--- config.mk ---
export PLATFORM = sky130hd
export DESIGN_NAME = avr_tx_arbiter
export DESIGN_NICKNAME = d
export VERILOG_FILES = /design/src/rtl/avr_tx_arbiter.sv
export SDC_FILE = /design/constraint.sdc
export NUM_CORES = 1
export LEC_CHECK = 0
export CAP_MARGIN = 10
export CORE_ASPECT_RATIO = 0.6
export CORE_MARGIN = 5
export CORE_UTILIZATION = 50
export DETAILED_ROUTE_END_ITERATION = 8
export PLACE_DENSITY_LB_ADDON = 0.12
export SLEW_MARGIN = 20
export SYNTH_ARGS = -nofsm -noshare
export SYNTH_HDL_FRONTEND = slang
export SYNTH_SLANG_ARGS = --single-unit
export TNS_END_PERCENT = 50
--- constraint.sdc ---
create_clock -name clk -period 2.7 [get_ports clk]
set_clock_uncertainty 0.1 [all_clocks]
set_input_delay 0.54 -clock clk [delete_from_list [all_inputs] [get_ports clk]]
set_output_delay 0.54 -clock clk [all_outputs]
set_load 0.01 [all_outputs]
--- src/rtl/avr_tx_arbiter.sv ---
// Arbiter that lets two byte-stream sources share the single avr_interface TX channel.
// A granted source keeps the channel for a whole message. Round-robin, burst limit and idle timeout hand it over.
module avr_tx_arbiter #(
  parameter int MAX_BURST = 64,
  parameter int TIMEOUT   = 5000,
  parameter int HOLDOFF   = 2
) (
  input  logic       clk,
  input  logic       rst,
  input  logic       req0,
  input  logic [7:0] tx_data0,
  input  logic       new_tx_data0,
  output logic       tx_busy0,
  input  logic       req1,
  input  logic [7:0] tx_data1,
  input  logic       new_tx_data1,
  output logic       tx_busy1,
  output logic [7:0] tx_data,
  output logic       new_tx_data,
  input  logic       tx_busy,
  output logic [1:0] grant
);

  localparam int BW = (MAX_BURST > 0) ? $clog2(MAX_BURST + 1) : 1;
  localparam int TW = (TIMEOUT > 0) ? $clog2(TIMEOUT + 1) : 1;
  localparam int HW = (HOLDOFF > 0) ? $clog2(HOLDOFF + 1) : 1;
  localparam logic [BW-1:0] BURST_LIM = BW'(MAX_BURST);
  localparam logic [TW-1:0] TIME_LIM  = TW'(TIMEOUT);
  localparam logic [HW-1:0] HOLD_LOAD = HW'(HOLDOFF);

  typedef enum logic [1:0] {
    IDLE    = 2'd0,
    GRANT0  = 2'd1,
    GRANT1  = 2'd2,
    RELEASE = 2'd3
  } state_t;

  state_t        state;
  logic          last_served;
  logic [BW-1:0] byte_cnt;
  logic [TW-1:0] idle_cnt;
  logic [HW-1:0] holdoff;

  logic owner_req;
  logic accept0;
  logic accept1;
  logic accept;
  logic burst_hit;
  logic time_hit;
  logic release_now;

  // The downstream busy passes straight through, so a source never strobes into a busy channel.
  assign tx_busy0 = (state != GRANT0) || tx_busy || (holdoff != {HW{1'b0}});
  assign tx_busy1 = (state != GRANT1) || tx_busy || (holdoff != {HW{1'b0}});

  assign accept0 = (state == GRANT0) && new_tx_data0 && !tx_busy0;
  assign accept1 = (state == GRANT1) && new_tx_data1 && !tx_busy1;
  assign accept  = accept0 || accept1;

  assign burst_hit = (MAX_BURST != 0) && (byte_cnt == BURST_LIM);
  assign time_hit  = (TIMEOUT != 0) && (idle_cnt == TIME_LIM);

  always_comb begin
    owner_req = 1'b0;
    if (state == GRANT0) begin
      owner_req = req0;
    end else if (state == GRANT1) begin
      owner_req = req1;
    end else begin
      owner_req = 1'b0;
    end
  end

  // Release waits for the channel to go quiet, so a byte in flight is never cut off. A same-cycle accept takes priority.
  assign release_now = ((state == GRANT0) || (state == GRANT1)) &&
                       (holdoff == {HW{1'b0}}) && !tx_busy && !accept &&
                       (!owner_req || burst_hit || time_hit);

  always_ff @(posedge clk or posedge rst) begin
    if (rst) begin
      state       <= IDLE;
      grant       <= 2'b00;
      tx_data     <= 8'h00;
      new_tx_data <= 1'b0;
      last_served <= 1'b1;
      byte_cnt    <= {BW{1'b0}};
      idle_cnt    <= {TW{1'b0}};
      holdoff     <= {HW{1'b0}};
    end else begin
      new_tx_data <= accept;
      if (accept0) begin
        tx_data <= tx_data0;
      end else if (accept1) begin
        tx_data <= tx_data1;
      end else begin
        tx_data <= tx_data;
      end

      if (accept) begin
        holdoff <= HOLD_LOAD;
      end else if (holdoff != {HW{1'b0}}) begin
        holdoff <= holdoff - 1'b1;
      end else begin
        holdoff <= holdoff;
      end

      case (state)
        IDLE: begin
          byte_cnt <= {BW{1'b0}};
          idle_cnt <= {TW{1'b0}};
          // On a tie, the requester that was not served last wins.
          if (req0 && req1) begin
            if (last_served) begin
              state <= GRANT0;
              grant <= 2'b01;
            end else begin
              state <= GRANT1;
              grant <= 2'b10;
            end
          end else if (req0) begin
            state <= GRANT0;
            grant <= 2'b01;
          end else if (req1) begin
            state <= GRANT1;
            grant <= 2'b10;
          end else begin
            state <= IDLE;
            grant <= 2'b00;
          end
        end
        GRANT0, GRANT1: begin
          if (release_now) begin
            state       <= RELEASE;
            grant       <= 2'b00;
            last_served <= (state == GRANT1);
          end else if (accept) begin
            idle_cnt <= {TW{1'b0}};
            if ((MAX_BURST != 0) && (byte_cnt != BURST_LIM)) begin
              byte_cnt <= byte_cnt + 1'b1;
            end else begin
              byte_cnt <= byte_cnt;
            end
          end else begin
            if ((TIMEOUT != 0) && (idle_cnt != TIME_LIM)) begin
              idle_cnt <= idle_cnt + 1'b1;
            end else begin
              idle_cnt <= idle_cnt;
            end
          end
        end
        RELEASE: begin
          state <= IDLE;
          grant <= 2'b00;
        end
        default: begin
          state <= IDLE;
          grant <= 2'b00;
        end
      endcase
    end
  end

endmodule

==> flow_metrics.py <==
metrics = {
    "logic_synthesis": {
        "async_flop_share_pct": 100.0,
        "syn_area_per_cell_um2": 9.482,
        "synth_area_um2": 2067,
        "synth_common_cells": "dfrtp_1, nand2_1, inv_1, nor2_1",
        "synth_cell_types": 47,
        "yosysWarningCount": 0,
        "synth_top_area_share_pct": 42.37,
        "syn-num-nets": 249,
        "seq_area_frac_synth_pct": 43.64,
        "ys.flop_type": "dfrtp_1",
        "synth.most_common_cell": "dfrtp_1",
        "synth_area_leaders": "dfrtp_1, mux2i_1, nand2_1",
        "ys_seq_elements": 36,
        "synthCells": 218,
        "synth_edf_count": 0,
        "synth_top_area_cell": "dfrtp_1",
    },
    "placed_design": {
        "place_inst": 308,
        "portBuffers": 35,
        "post-dp-hpwl_um": 3527,
        "place_congestion": 0.8406,
    },
    "routing": {
        "drc": 0,
        "first_iter_violations": 93,
        "drt-met1-wl_um": 2514,
        "top_layer": "met4",
        "avgRoutedWirePerCell_um": 14.72,
        "met3_wirelength_um": 361,
        "viasPerCell": 5.579,
        "totalWireLength_um": 4651,
        "vias": 1763,
        "wl_met2_um": 1744,
        "firstDrtPassIters": 4,
        "drtAntennaViolNets": 0,
    },
    "critical_path": {
        "max_stage_delay_ns": 0.48,
        "worstPathRequired_ns": 2.06,
        "critPathBufInv": 2,
        "arrival_ns": 1.82,
        "cp-end-kind": "primary output",
        "slowest_stage": "clkdlybuf4s50_1",
        "critPathKind": "reg -> out",
        "crit_chain": "inv_1 > ha_1 > nor2b_2 > nand2_1 > clkdlybuf4s50_1",
        "cp_top_family": "buffers and inverters",
        "critPathMaxFanout": 6,
        "start_kind": "register",
    },
    "clocking": {
        "h-tree-depth": 2,
        "cts_setup_buffers": 0,
        "ctsResizeCount": 0,
        "numClockSinks": 36,
        "cts_root_buf": "clkbuf_8",
        "worstSkewPairLatency_ns": 0.28,
        "cts_tree": "built",
        "cts_buffers": 5,
        "cts_hold_buf": 0,
        "cts_buffer_depth": 2,
        "clk_pin_slew_worst_paths_ns": 0.06,
    },
    "layout": {
        "stdcell_count": 316,
        "drive_above_1_share_pct": 10.53,
        "area_delta_synth_final_pct": 26.69,
        "final_nets": 296,
        "antenna-diode-count": 0,
    },
    "run": {
        "cap_violations": 0,
    },
    "timing": {
        "tns_ns": 0,
        "fin_crit_ns": 2.464,
        "setup_viol": 0,
        "finalMaxSlewViolations": 0,
        "grt_setup_unrepaired": "no",
        "slew_headroom_pct": 54.52,
        "holdWs_ns": 0.4250,
        "fin_crit_sh_pct": 91.25,
        "worst_pin_slew_ns": 0.6797,
        "fmax_mhz": 405.9,
        "final_hold_viol_count": 0,
    },
    "die": {
        "die_h_um": 59.81,
        "ios": 36,
        "core_um2": 4054,
        "die_area_um2": 5562,
        "initial_core_util_pct": 50.99,
        "dieWidth_um": 93.01,
        "num_rows": 18,
    },
    "grt": {
        "grt_pass1_vias": 1687,
        "grt_pass1_wl_um": 7990,
        "grt_max_degree": 37,
        "grt_antenna_before_repair": 0,
        "grt_usage_pct": 18.31,
        "grt_overflow": 0,
    },
    "status": {
        "status": "complete, no violations",
    },
    "power_and_ir_drop": {
        "worst_ir_drop_vdd_mv": 0.4694,
        "power.density_nw_per_um2": 904.8,
        "power_leakage_uw": 0.001172,
    },
    "hold_path": {
        "hold_path_class": "reg -> reg",
    },
}
[layer usage]
layer	up-vias	track usage, %
met5	-	0
met4	0	4.384
met3	4	6.415
met2	49	24.46
met1	821	27.84
li1	889	-
[flip-flops by register name, summed over array words and instances, names as in the netlist]
register / count
holdoff: 2
tx_data: 8
byte_cnt: 7
state: 2
new_tx_data: 1
grant: 2
last_served: 1
idle_cnt: 13
[path summary, 6_finish.rpt]
kind	start	endpoint	slack (ns)	depth (start not counted)
hold / removal	tx_data[4]	tx_data[4]	0.42	2
hold reg to reg	tx_data[4]	tx_data[4]	0.42	2
setup / recovery	holdoff[0]	tx_busy0	0.24	5
min in group asynchronous	rst	byte_cnt[6]	0.57	3
max in group asynchronous	rst	last_served	1.59	3
setup reg to reg	idle_cnt[5]	state[0]	0.38	5
[through the flow]
| step | setup WS [ns] | total power (uW) | cell area (um2) | utilization, % |
|---|---|---|---|---|
| after floorplan | 0.7205 | 1535 | 2067 | - |
| after global placement | 0.1987 | 1957 | 2526 | 62.31 |
| after detailed placement | 0.1509 | 1973 | 2526 | 62.31 |
| after CTS | 0.09666 | 2375 | 2616 | 64.54 |
| after global routing | 0.1225 | 2563 | 2619 | 64.60 |
| final | 0.2362 | 2370 | 2619 | 64.60 |
[cells by family (layout without fill, tap and decap cells)]
logic type                 after synthesis  after routing  synth area share (%)
adders and majority gates                8              8                 4.843
DFF                                     36             36                 43.64
and+or+nand+nor                         86             86                 21.61
AOI/OAI and AO/OA                       52             52                 18.10
buffers and inverters                   19             67                 3.571
muxes                                   15             15                 7.385
xor gates and xnor gates                 2              2                0.8476
[worst min-delay path, cell delays in order, from the launching register on]
cell and delay [ns]:
dfrtp_1 0.34, nor2_1 0.05, a21oi_1 0.10
[layout make-up]
cell class	count	area (um2)
Inverter	16	60.06
Timing Repair Buffer	43	410.4
Multi-Input combinational cell	163	1094
Fill cell	318	1435
Tap cell	50	62.56
Clock buffer	8	90.09
Sequential cell	36	902.1
[cells in the final DEF, fill, tap and decap left out, types with 2 or more instances in the layout]
master | netlist | final
dfrtp_1 | 35 | 35
clkdlybuf4s50_1 | 0 | 35
nand2_1 | 27 | 27
inv_1 | 16 | 16
nor2_1 | 16 | 16
nand3_1 | 15 | 15
a21oi_1 | 15 | 15
mux2i_1 | 13 | 13
o211ai_1 | 11 | 11
o21ai_0 | 9 | 9
ha_1 | 8 | 8
buf_4 | 0 | 8
clkbuf_8 | 0 | 6
nor4_1 | 3 | 3
nand4_1 | 3 | 3
o31ai_1 | 3 | 3
or4_1 | 3 | 3
nand2b_1 | 2 | 2
a22oi_1 | 2 | 2
xor2_1 | 2 | 2
and3_1 | 2 | 2
a2bb2oi_1 | 2 | 2
or3_1 | 2 | 2
mux2_2 | 2 | 2
clkbuf_1 | 1 | 2
[power by group]
group | switching, uW | leakage (uW) | internal [uW]
logic | 703 | 0.000660 | 498
registers | 91.2 | 0.000466 | 689
clock network | 179 | 0.0000455 | 208
total | 974 | 0.00117 | 1400
No activity file was read; power rests on OpenSTA's default activity.
